## config.mk

```make
export PLATFORM = sky130hd
export DESIGN_NAME = calib_param_bank
export DESIGN_NICKNAME = d
export VERILOG_FILES = /design/src/rtl/calib_pkg.sv /design/src/rtl/calib_axis_sweeper.sv /design/src/rtl/calib_param_bank.sv
export SDC_FILE = /design/constraint.sdc
export NUM_CORES = 2
export LEC_CHECK = 0
export BUFFER_PORTS_ARGS = -buffer_cell sky130_fd_sc_hd__clkbuf_2
export CAP_MARGIN = 20
export CORE_MARGIN = 5
export CORE_UTILIZATION = 52
export DETAILED_ROUTE_END_ITERATION = 7
export GPL_TIMING_DRIVEN = 1
export MAX_ROUTING_LAYER = met4
export PLACE_DENSITY = 0.82
export SYNTH_ARGS = -nofsm -noshare
export SYNTH_HDL_FRONTEND = slang
export SYNTH_HIERARCHICAL = 1
export SYNTH_SLANG_ARGS = --single-unit
```

## constraint.sdc

```tcl
create_clock -name i_clk -period 2.5 [get_ports i_clk]
set_clock_uncertainty 0.15 [all_clocks]
set_input_delay 0.375 -clock i_clk [delete_from_list [all_inputs] [get_ports i_clk]]
set_output_delay 0.375 -clock i_clk [all_outputs]
set_load 0.01 [all_outputs]
```

## src/rtl/calib_pkg.sv

```systemverilog
// Shared types and constants for the ADC calibration parameter bank.
package calib_pkg;

  typedef logic [31:0] float32_t;

  localparam logic SEL_GAIN   = 1'b0;
  localparam logic SEL_OFFSET = 1'b1;

  typedef enum logic {IDLE, SWEEP} state_e;

  // Float32 constants: 1.1920929e-6, -10.0, 1.5258789e-4, -5.0
  localparam float32_t GAIN_DEFAULT   = 32'h35a0_0000;
  localparam float32_t OFFSET_DEFAULT = 32'hc120_0000;
  localparam float32_t GAIN_ALT       = 32'h3920_0000;
  localparam float32_t OFFSET_ALT     = 32'hc0a0_0000;

endpackage

```

## src/rtl/calib_axis_sweeper.sv

```systemverilog
// Sweep sequencer: walks the channel index over AXI-Stream and coalesces
// commits that arrive mid-sweep into a single follow-on reload.
module calib_axis_sweeper
  import calib_pkg::*;
#(
  parameter int unsigned N_CH = 10,
  parameter int unsigned CH_W = 4
) (
  input  logic            i_clk,
  input  logic            i_rst,
  input  logic            i_commit,
  input  logic            i_tready,
  output logic            o_load,
  output logic            o_tvalid,
  output logic [CH_W-1:0] o_idx,
  output logic            o_tlast,
  output logic            o_busy
);

  state_e          r_state, w_state_d;
  logic [CH_W-1:0] r_idx, w_idx_d;
  logic            r_pending, w_pending_d;
  logic            w_last;
  logic            w_accept;

  assign w_last   = (r_idx == CH_W'(N_CH - 1));
  assign w_accept = (r_state == SWEEP) & i_tready;

  always_comb begin
    w_state_d   = r_state;
    w_idx_d     = r_idx;
    w_pending_d = r_pending;
    o_load      = 1'b0;
    unique case (r_state)
      IDLE: begin
        if (i_commit) begin
          o_load    = 1'b1;
          w_idx_d   = '0;
          w_state_d = SWEEP;
        end
      end
      SWEEP: begin
        if (i_commit) w_pending_d = 1'b1;
        if (w_accept) begin
          if (w_last) begin
            // A commit landing on the final beat counts as pending.
            if (r_pending | i_commit) begin
              o_load      = 1'b1;
              w_idx_d     = '0;
              w_pending_d = 1'b0;
            end else begin
              w_state_d = IDLE;
            end
          end else begin
            w_idx_d = r_idx + CH_W'(1);
          end
        end
      end
    endcase
  end

  always_ff @(posedge i_clk) begin
    if (i_rst) begin
      r_state   <= SWEEP;
      r_idx     <= '0;
      r_pending <= 1'b0;
    end else begin
      r_state   <= w_state_d;
      r_idx     <= w_idx_d;
      r_pending <= w_pending_d;
    end
  end

  assign o_tvalid = (r_state == SWEEP);
  assign o_idx    = r_idx;
  assign o_tlast  = w_last;
  assign o_busy   = (r_state == SWEEP) | r_pending;

endmodule

```

## src/rtl/calib_param_bank.sv

```systemverilog
// Per-channel float32 gain/offset bank: CPU writes a shadow copy, commit
// snapshots it into the active copy, which is streamed and exported flat.
module calib_param_bank
  import calib_pkg::*;
#(
  parameter int unsigned N_CH       = 10,
  parameter int unsigned CH_W       = (N_CH > 1) ? $clog2(N_CH) : 1,
  parameter float32_t    DEF_GAIN   = GAIN_DEFAULT,
  parameter float32_t    DEF_OFFSET = OFFSET_DEFAULT
) (
  input  logic              i_clk,
  input  logic              i_rst,
  input  logic              i_wr_en,
  input  logic [CH_W:0]     i_wr_addr,
  input  logic [31:0]       i_wr_data,
  input  logic              i_commit,
  input  logic [CH_W:0]     i_rd_addr,
  output logic [31:0]       o_rd_data,
  output logic [63:0]       m_axis_tdata,
  output logic [CH_W-1:0]   m_axis_tuser,
  output logic              m_axis_tlast,
  output logic              m_axis_tvalid,
  input  logic              m_axis_tready,
  output logic [N_CH*32-1:0] o_gain_flat,
  output logic [N_CH*32-1:0] o_offset_flat,
  output logic              o_busy,
  output logic [15:0]       o_commit_cnt
);

  float32_t r_sh_gain  [N_CH];
  float32_t r_sh_off   [N_CH];
  float32_t w_sh_gain_d[N_CH];
  float32_t w_sh_off_d [N_CH];
  float32_t r_act_gain [N_CH];
  float32_t r_act_off  [N_CH];

  logic [31:0]     r_rd_data;
  logic [15:0]     r_commit_cnt;
  logic [CH_W-1:0] w_wr_ch, w_rd_ch, w_idx;
  logic            w_wr_ok, w_rd_ok, w_load;

  assign w_wr_ch = i_wr_addr[CH_W:1];
  assign w_rd_ch = i_rd_addr[CH_W:1];
  assign w_wr_ok = (32'(w_wr_ch) < N_CH);
  assign w_rd_ok = (32'(w_rd_ch) < N_CH);

  calib_axis_sweeper #(
    .N_CH (N_CH),
    .CH_W (CH_W)
  ) u_sweeper (
    .i_clk    (i_clk),
    .i_rst    (i_rst),
    .i_commit (i_commit),
    .i_tready (m_axis_tready),
    .o_load   (w_load),
    .o_tvalid (m_axis_tvalid),
    .o_idx    (w_idx),
    .o_tlast  (m_axis_tlast),
    .o_busy   (o_busy)
  );

  // Commit copies from this next-state so a same-cycle write is included.
  always_comb begin
    w_sh_gain_d = r_sh_gain;
    w_sh_off_d  = r_sh_off;
    if (i_wr_en && w_wr_ok) begin
      if (i_wr_addr[0] == SEL_GAIN) w_sh_gain_d[w_wr_ch] = i_wr_data;
      else                          w_sh_off_d[w_wr_ch]  = i_wr_data;
    end
  end

  always_ff @(posedge i_clk) begin
    if (i_rst) begin
      for (int k = 0; k < int'(N_CH); k++) begin
        r_sh_gain[k]  <= DEF_GAIN;
        r_sh_off[k]   <= DEF_OFFSET;
        r_act_gain[k] <= DEF_GAIN;
        r_act_off[k]  <= DEF_OFFSET;
      end
      r_rd_data    <= '0;
      r_commit_cnt <= '0;
    end else begin
      r_sh_gain <= w_sh_gain_d;
      r_sh_off  <= w_sh_off_d;
      if (w_load) begin
        r_act_gain   <= w_sh_gain_d;
        r_act_off    <= w_sh_off_d;
        r_commit_cnt <= r_commit_cnt + 16'd1;
      end
      if (!w_rd_ok)                      r_rd_data <= '0;
      else if (i_rd_addr[0] == SEL_GAIN) r_rd_data <= r_sh_gain[w_rd_ch];
      else                               r_rd_data <= r_sh_off[w_rd_ch];
    end
  end

  for (genvar k = 0; k < int'(N_CH); k++) begin : g_flat
    assign o_gain_flat[32*k +: 32]   = r_act_gain[k];
    assign o_offset_flat[32*k +: 32] = r_act_off[k];
  end

  assign m_axis_tdata = {r_act_gain[w_idx], r_act_off[w_idx]};
  assign m_axis_tuser = w_idx;
  assign o_rd_data    = r_rd_data;
  assign o_commit_cnt = r_commit_cnt;

endmodule
```

# == Yosys cells after proc, flatten, opt, wreduce, memory -nomap -nowiden ==
# Index checks and enable logic that the tools add are counted.
# word_totals
ff_bits,1334
out_inout_bits,759
wordCells,107
input_bits,47
# op_classes
order_cmp,6
bitwise,8
mux,38
eq_ne,4
n_reduce_logical,4
add_sub_neg,2
# ops
cell,n
$mux W320,4
$bwmux W320,2
$bmux W32 S4,4
$mux W32,10
$demux W32 S4,1
$add A16 B1 Y16 const B,1
$mux W4,4
$ge A5 B5 Y1 const B,3
$not A4 Y5,3
$mux W1,10
$lt A4 B4 Y1 const B,2
$pmux W4 S2,1
$lt A5 B1 Y1 const B,1
$add A4 B1 Y4 const B,1
$eq A4 B4 Y1 const B,1
$ne A2 B2 Y1 const B,2
$pmux W1 S2,2
$ne A3 B3 Y1 const B,1
$reduce_and A3 Y1,1
$logic_and A1 B1 Y1,2
$not A1 Y1,2
$or A1 B1 Y1,2
$reduce_or A2 Y1,1
$and A1 B1 Y1,1

# == Depth between registers and ports, before layout ==
# logic_depth
depth_word,8
ltp_mapped,9
ltp_nobuf,7

# == Modules after synthesis ==
# Netlist, hierarchy kept.
# modules_own_cells
mod,seq_area_each_um2,area_each_um2,cells_each,instances
calib_param_bank,26585.5,55082.8,5492,1
calib_axis_sweeper,120.1,349.1,41,1

# == Worst setup path after synthesis ==
# OpenSTA, ideal clock, no wires.
# synth_timing
path_kind,register to register
from,"register u_sweeper.r_idx[3], in the netlist u_sweeper/o_idx[3]"
to,register r_act_off (netlist bit o_offset_flat[160])
stages_incl_launch_ff,9
t_required_ns,2.264
t_arrival_ns,2.346
setup_ns,0.086
slack_ns,-0.082
period_less_slack_ns,2.582
path_cell_list,dfxtp_1 -> or3b_4 -> o21ai_0 -> a22o_1 -> clkbuf_1 -> clkbuf_1 -> clkbuf_1 -> nor2_1 -> a211oi_1
# synth_via
elab_chain_len,4
# synth_rtl
item,line,source
from (decl),calib_axis_sweeper.sv:21,"logic [CH_W-1:0] r_idx, w_idx_d;"
from (signal assigned),calib_axis_sweeper.sv:69,r_idx <= w_idx_d;
$eq A4 B4 Y1,calib_axis_sweeper.sv:26,assign w_last = (r_idx == CH_W'(N_CH - 1));
$mux W1,calib_axis_sweeper.sv:45,if (w_last) begin
$mux W1,calib_axis_sweeper.sv:44,if (w_accept) begin
$pmux W1 S2,calib_axis_sweeper.sv:34,unique case (r_state)
named net w_load,calib_param_bank.sv:40,"logic w_wr_ok, w_rd_ok, w_load;"
to (signal assigned),calib_param_bank.sv:87,r_act_off <= w_sh_off_d;
to (decl),calib_param_bank.sv:35,float32_t r_act_off [N_CH];
# The timed path passes the listed nets, and every way through them passes these cells.
# A chain may end at the register's enable or synchronous reset.

# == Worst setup path in the final report ==
# layout_timing
from,"register u_sweeper.r_idx[0], in the netlist u_sweeper/o_idx[0]"
to,output m_axis_tdata[62]
# layout_via
elab_chain_len,4
# layout_rtl
item,line,source
$not A4 Y5 (implied by the code),calib_param_bank.sv:101,"assign m_axis_tdata = {r_act_gain[w_idx], r_act_off[w_idx]};"
$bmux W32 S4,calib_param_bank.sv:101,
$mux W32 (implied by the code) (2 in series),calib_param_bank.sv:101,
to (decl),calib_param_bank.sv:19,"output logic [63:0] m_axis_tdata,"
# No other way between the ends. The select of a mux whose other input is x is not followed.

==> key figures <==
Detailed routing
  – DR WL/cell: 31.0 um
  – Pre-antenna DRT Iters: 8
  – Post-route DRC: 2
  – Antenna violation net count after detailed routing: 0
  – Number of vias in the routed layout: 51900
  – Routed via count divided by cell count: 6.58
  – Detailed Route WL: 245000 um
  – DRC violation total after the first TritonRoute iteration: 7025

Synthesis
  – Register area share after synthesis: 48.2%
  – Number of synthesis warnings: 6
  – Number of enable-type register cells in the synthesized netlist: 0
  – Mapped Avg Cell Area: 10.0 um^2
  – Cells after Synth: 5533
  – Predominant post-synthesis flop cell: dfxtp_1
  – Synth area leaders: dfxtp_1, mux2i_1, nor2_1
  – Flip-flop and latch count after synthesis: 1334
  – Cell variety after synth: 52
  – Most area-hungry cell type in the Yosys netlist: dfxtp_1
  – Net count of the mapped netlist: 5581
  – Fraction of registers with async set/reset: 0%
  – Share of the synthesized area in the top cell type: 48.2%
  – Cell area after synthesis: 55400 um^2

Global route
  – Vias in the first global route: 47700
  – Antenna violations before repair: 16
  – GRT Overall Usage: 39.9%
  – Grt ovf: 0
  – Largest net degree at the start of global routing: 175
  – Wire length of the first global-routing pass: 326000 um

Timing
  – Post-layout min period: 3.19 ns
  – Final-layout worst hold slack: 0.0977 ns
  – Final Slew Violations: 0
  – Setup repair after global routing missed its margin: true
  – Post-route setup slack: -0.691 ns
  – FMAX: 313 MHz
  – Final setup viols: 447
  – Fin crit share: 128%
  – Tightest Pin Transition: 1.07 ns
  – Headroom to the max-slew limit: 26.6%
  – Final hold violation count: 0

Clock network
  – # clock sinks: 1334
  – Clock latency of the later-clocked register in the worst-skew pair: 0.78 ns
  – Register clock-pin slew on the reported worst setup and hold paths: 0.06 ns
  – CTS tree: built
  – H-tree level count: 4
  – Clock root buffer: clkbuf_16
  – Max clock buf depth: 3
  – TritonCTS Buffers: 134

Hold path
  – Hold Startpoint: i_wr_addr[2]
  – Hold crit path type: primary input to flop
  – Number of instances on the worst hold path: 5
  – Endpoint with the worst hold slack: r_sh_gain[312]

Final layout
  – Most frequent standard cell in the layout excluding fill and tap cells: dfxtp_1
  – Total number of nets in the final design: 6415
  – Total area of sequential cells: 26700 um^2
  – Filler cell count: 7387
  – Footprint of the multi-input gates: 27600 um^2
  – Area Growth Syn to Fin: 28.1%
  – Most frequent cells in the layout: dfxtp_1, nor2_1, mux2i_1, clkbuf_2, a211oi_1
  – Layout cells sized above 1: 29.8%
  – Number of standard cells in the final layout excluding fillers: 7881

Floorplanning
  – Io pins: 806
  – Die width: 336 um
  – Die area: 113000 um^2
  – Rows: 119
  – Y dimension of the die: 336 um
  – Core footprint: 106000 um^2
  – Effective utilization at floorplan: 52.5%

Worst setup path
  – Endpoint kind of the worst setup timing path: output port
  – Peak fanout along the critical path: 7
  – Worst EP arrival: 2.67 ns
  – Worst path max stage delay: 0.55 ns
  – Setup slack on the worst flop-to-flop path: -0.20 ns
  – Startpoint class of the critical path: flop
  – Number of cells on the worst reg-to-reg path: 13
  – Worst-path cell chain: buf_12 -> buf_16 -> buf_4 -> mux4_2 -> a21oi_2 -> o21ai_1 -> clkbuf_2
  – Setup Crit Path Kind: flop to output port
  – Slowest stage cell on the critical path: mux4_2
  – Startpoint of the worst register-to-register path: u_sweeper/o_idx[0]
  – Capture instance of the worst register-to-register path: o_offset_flat[300]
  – Worst EP required: 1.98 ns

Placement
  – Placed Cells incl. Taps: 7490
  – Detailed-placement wirelength estimate: 162000 um
  – Routability congestion estimate: 1.02
  – Count of input and output buffers: 805

Pwr
  – Power Density: 638 nW/um^2
  – Maximum resistive drop on vdd: 661 uV
  – P_leak: 30.2 nW

Job
  – Max-cap check violation count: 0

Outcome
  – Violations in the final reports: design-rule violations, negative setup slack
  – Run status: finished with violations
[layout make-up]
class	count	share of cell area [%]
multi-input cells	3634	38.9
flip-flops and latches	1334	37.6
repair buffers	1255	14.4
clock buffers	194	5.54
well taps	1391	2.45
clock inverters	48	0.941
inverters	8	0.0881
diodes	17	0.0599
[what timing repair did]
| action | CTS | global route |
|---|---|---|
| hold endpoints to repair | 21 | 0 |
| pin swaps | 51 | 54 |
| buffers inserted | 37 | 41 |
| cloned | 13 | 45 |
| hold buffers | 7 | 0 |
| gates resized for setup | 157 | 266 |
| endpoints found under the setup margin | 65 | 664 |
[cell families after synthesis]
logic type      synth area share (%)
simple gates                    11.1
mux                             24.1
compound gates                  12.2
buf+inv                         4.21
fa+ha+maj                     0.0226
xor+xnor                       0.221
flops                           48.2
[where the power goes]
part	internal [W]	leakage (nW)	switching [W]	total, W
Sequential	0.0213	10.8	0.0000813	0.0214
Clock	0.0121	2.25	0.00899	0.0211
Combinational	0.00103	17.2	0.00175	0.00278
[through the flow]
step / setup TNS [ns] / setup WS [ns] / power, W / util, % / instance area [um^2]
6_report: -61.24 / -0.691 / 0.0453 / 67.3 / 71000
3_3_place_gp: -2.40 / -0.358 / 0.0242 / 59.4 / 62800
3_5_place_dp: -2.58 / -0.428 / 0.0242 / 59.4 / 62800
2_1_floorplan: -40.13 / -0.0819 / 0.0232 / - / 55400
4_1_cts: -44.28 / -0.681 / 0.0450 / 65.0 / 68600
5_1_grt: -91.82 / -0.731 / 0.0462 / 67.2 / 71000
[synth_stat cells, drive strengths merged, types with 12 or more instances]
library cell / count
dfxtp: 1334
a21oi: 78
a2111oi: 29
buf: 133
mux4: 192
nor3: 31
o22ai: 56
mux2i: 881
a211o: 73
o211ai: 28
nand2: 219
mux2: 17
clkbuf: 424
xor2: 12
a211oi: 568
nor2: 1267
o21ai: 104
[flip-flops by register name, indices dropped and copies added, names as in the netlist]
signal               flops
r_sh_off               320
o_commit_cnt            16
o_offset_flat          320
r_sh_gain              320
u_sweeper/o_idx          4
u_sweeper/r_pending      1
o_rd_data               32
o_gain_flat            320
u_sweeper/o_tvalid       1
[routing by layer]
layer  share of wire, %  wire, um  track usage (%)  vias up
met1                 34     83000             46.4    25100
met3                 13     32000             12.0     1232
li1                   -         -                -    21400
met4                9.9     24100             28.9        0
met2                 43    105000             58.8     4117
met5                  0         0                -        -
[critical path: cells and delay by family (launching register included)]
kind                   cells  cell delay, ns
buffers and inverters      4            0.65
muxes                      1            0.55
DFF                        1            0.44
AOI/OAI and AO/OA          2            0.25
[worst max-delay path by stage]
stage | from | endpoint | slack, ns | cells past startpoint
floorplan | u_sweeper/o_idx[3] | o_offset_flat[160] | -0.08 | 8
global placement | i_rd_addr[1] | o_rd_data[17] | -0.36 | 6
detailed placement | i_rd_addr[2] | o_rd_data[27] | -0.43 | 7
CTS | u_sweeper/o_idx[0] | m_axis_tdata[57] | -0.68 | 7
global route | u_sweeper/o_idx[0] | m_axis_tdata[61] | -0.73 | 8
finish | u_sweeper/o_idx[0] | m_axis_tdata[62] | -0.69 | 7
Power figures use the tool's default switching activity.
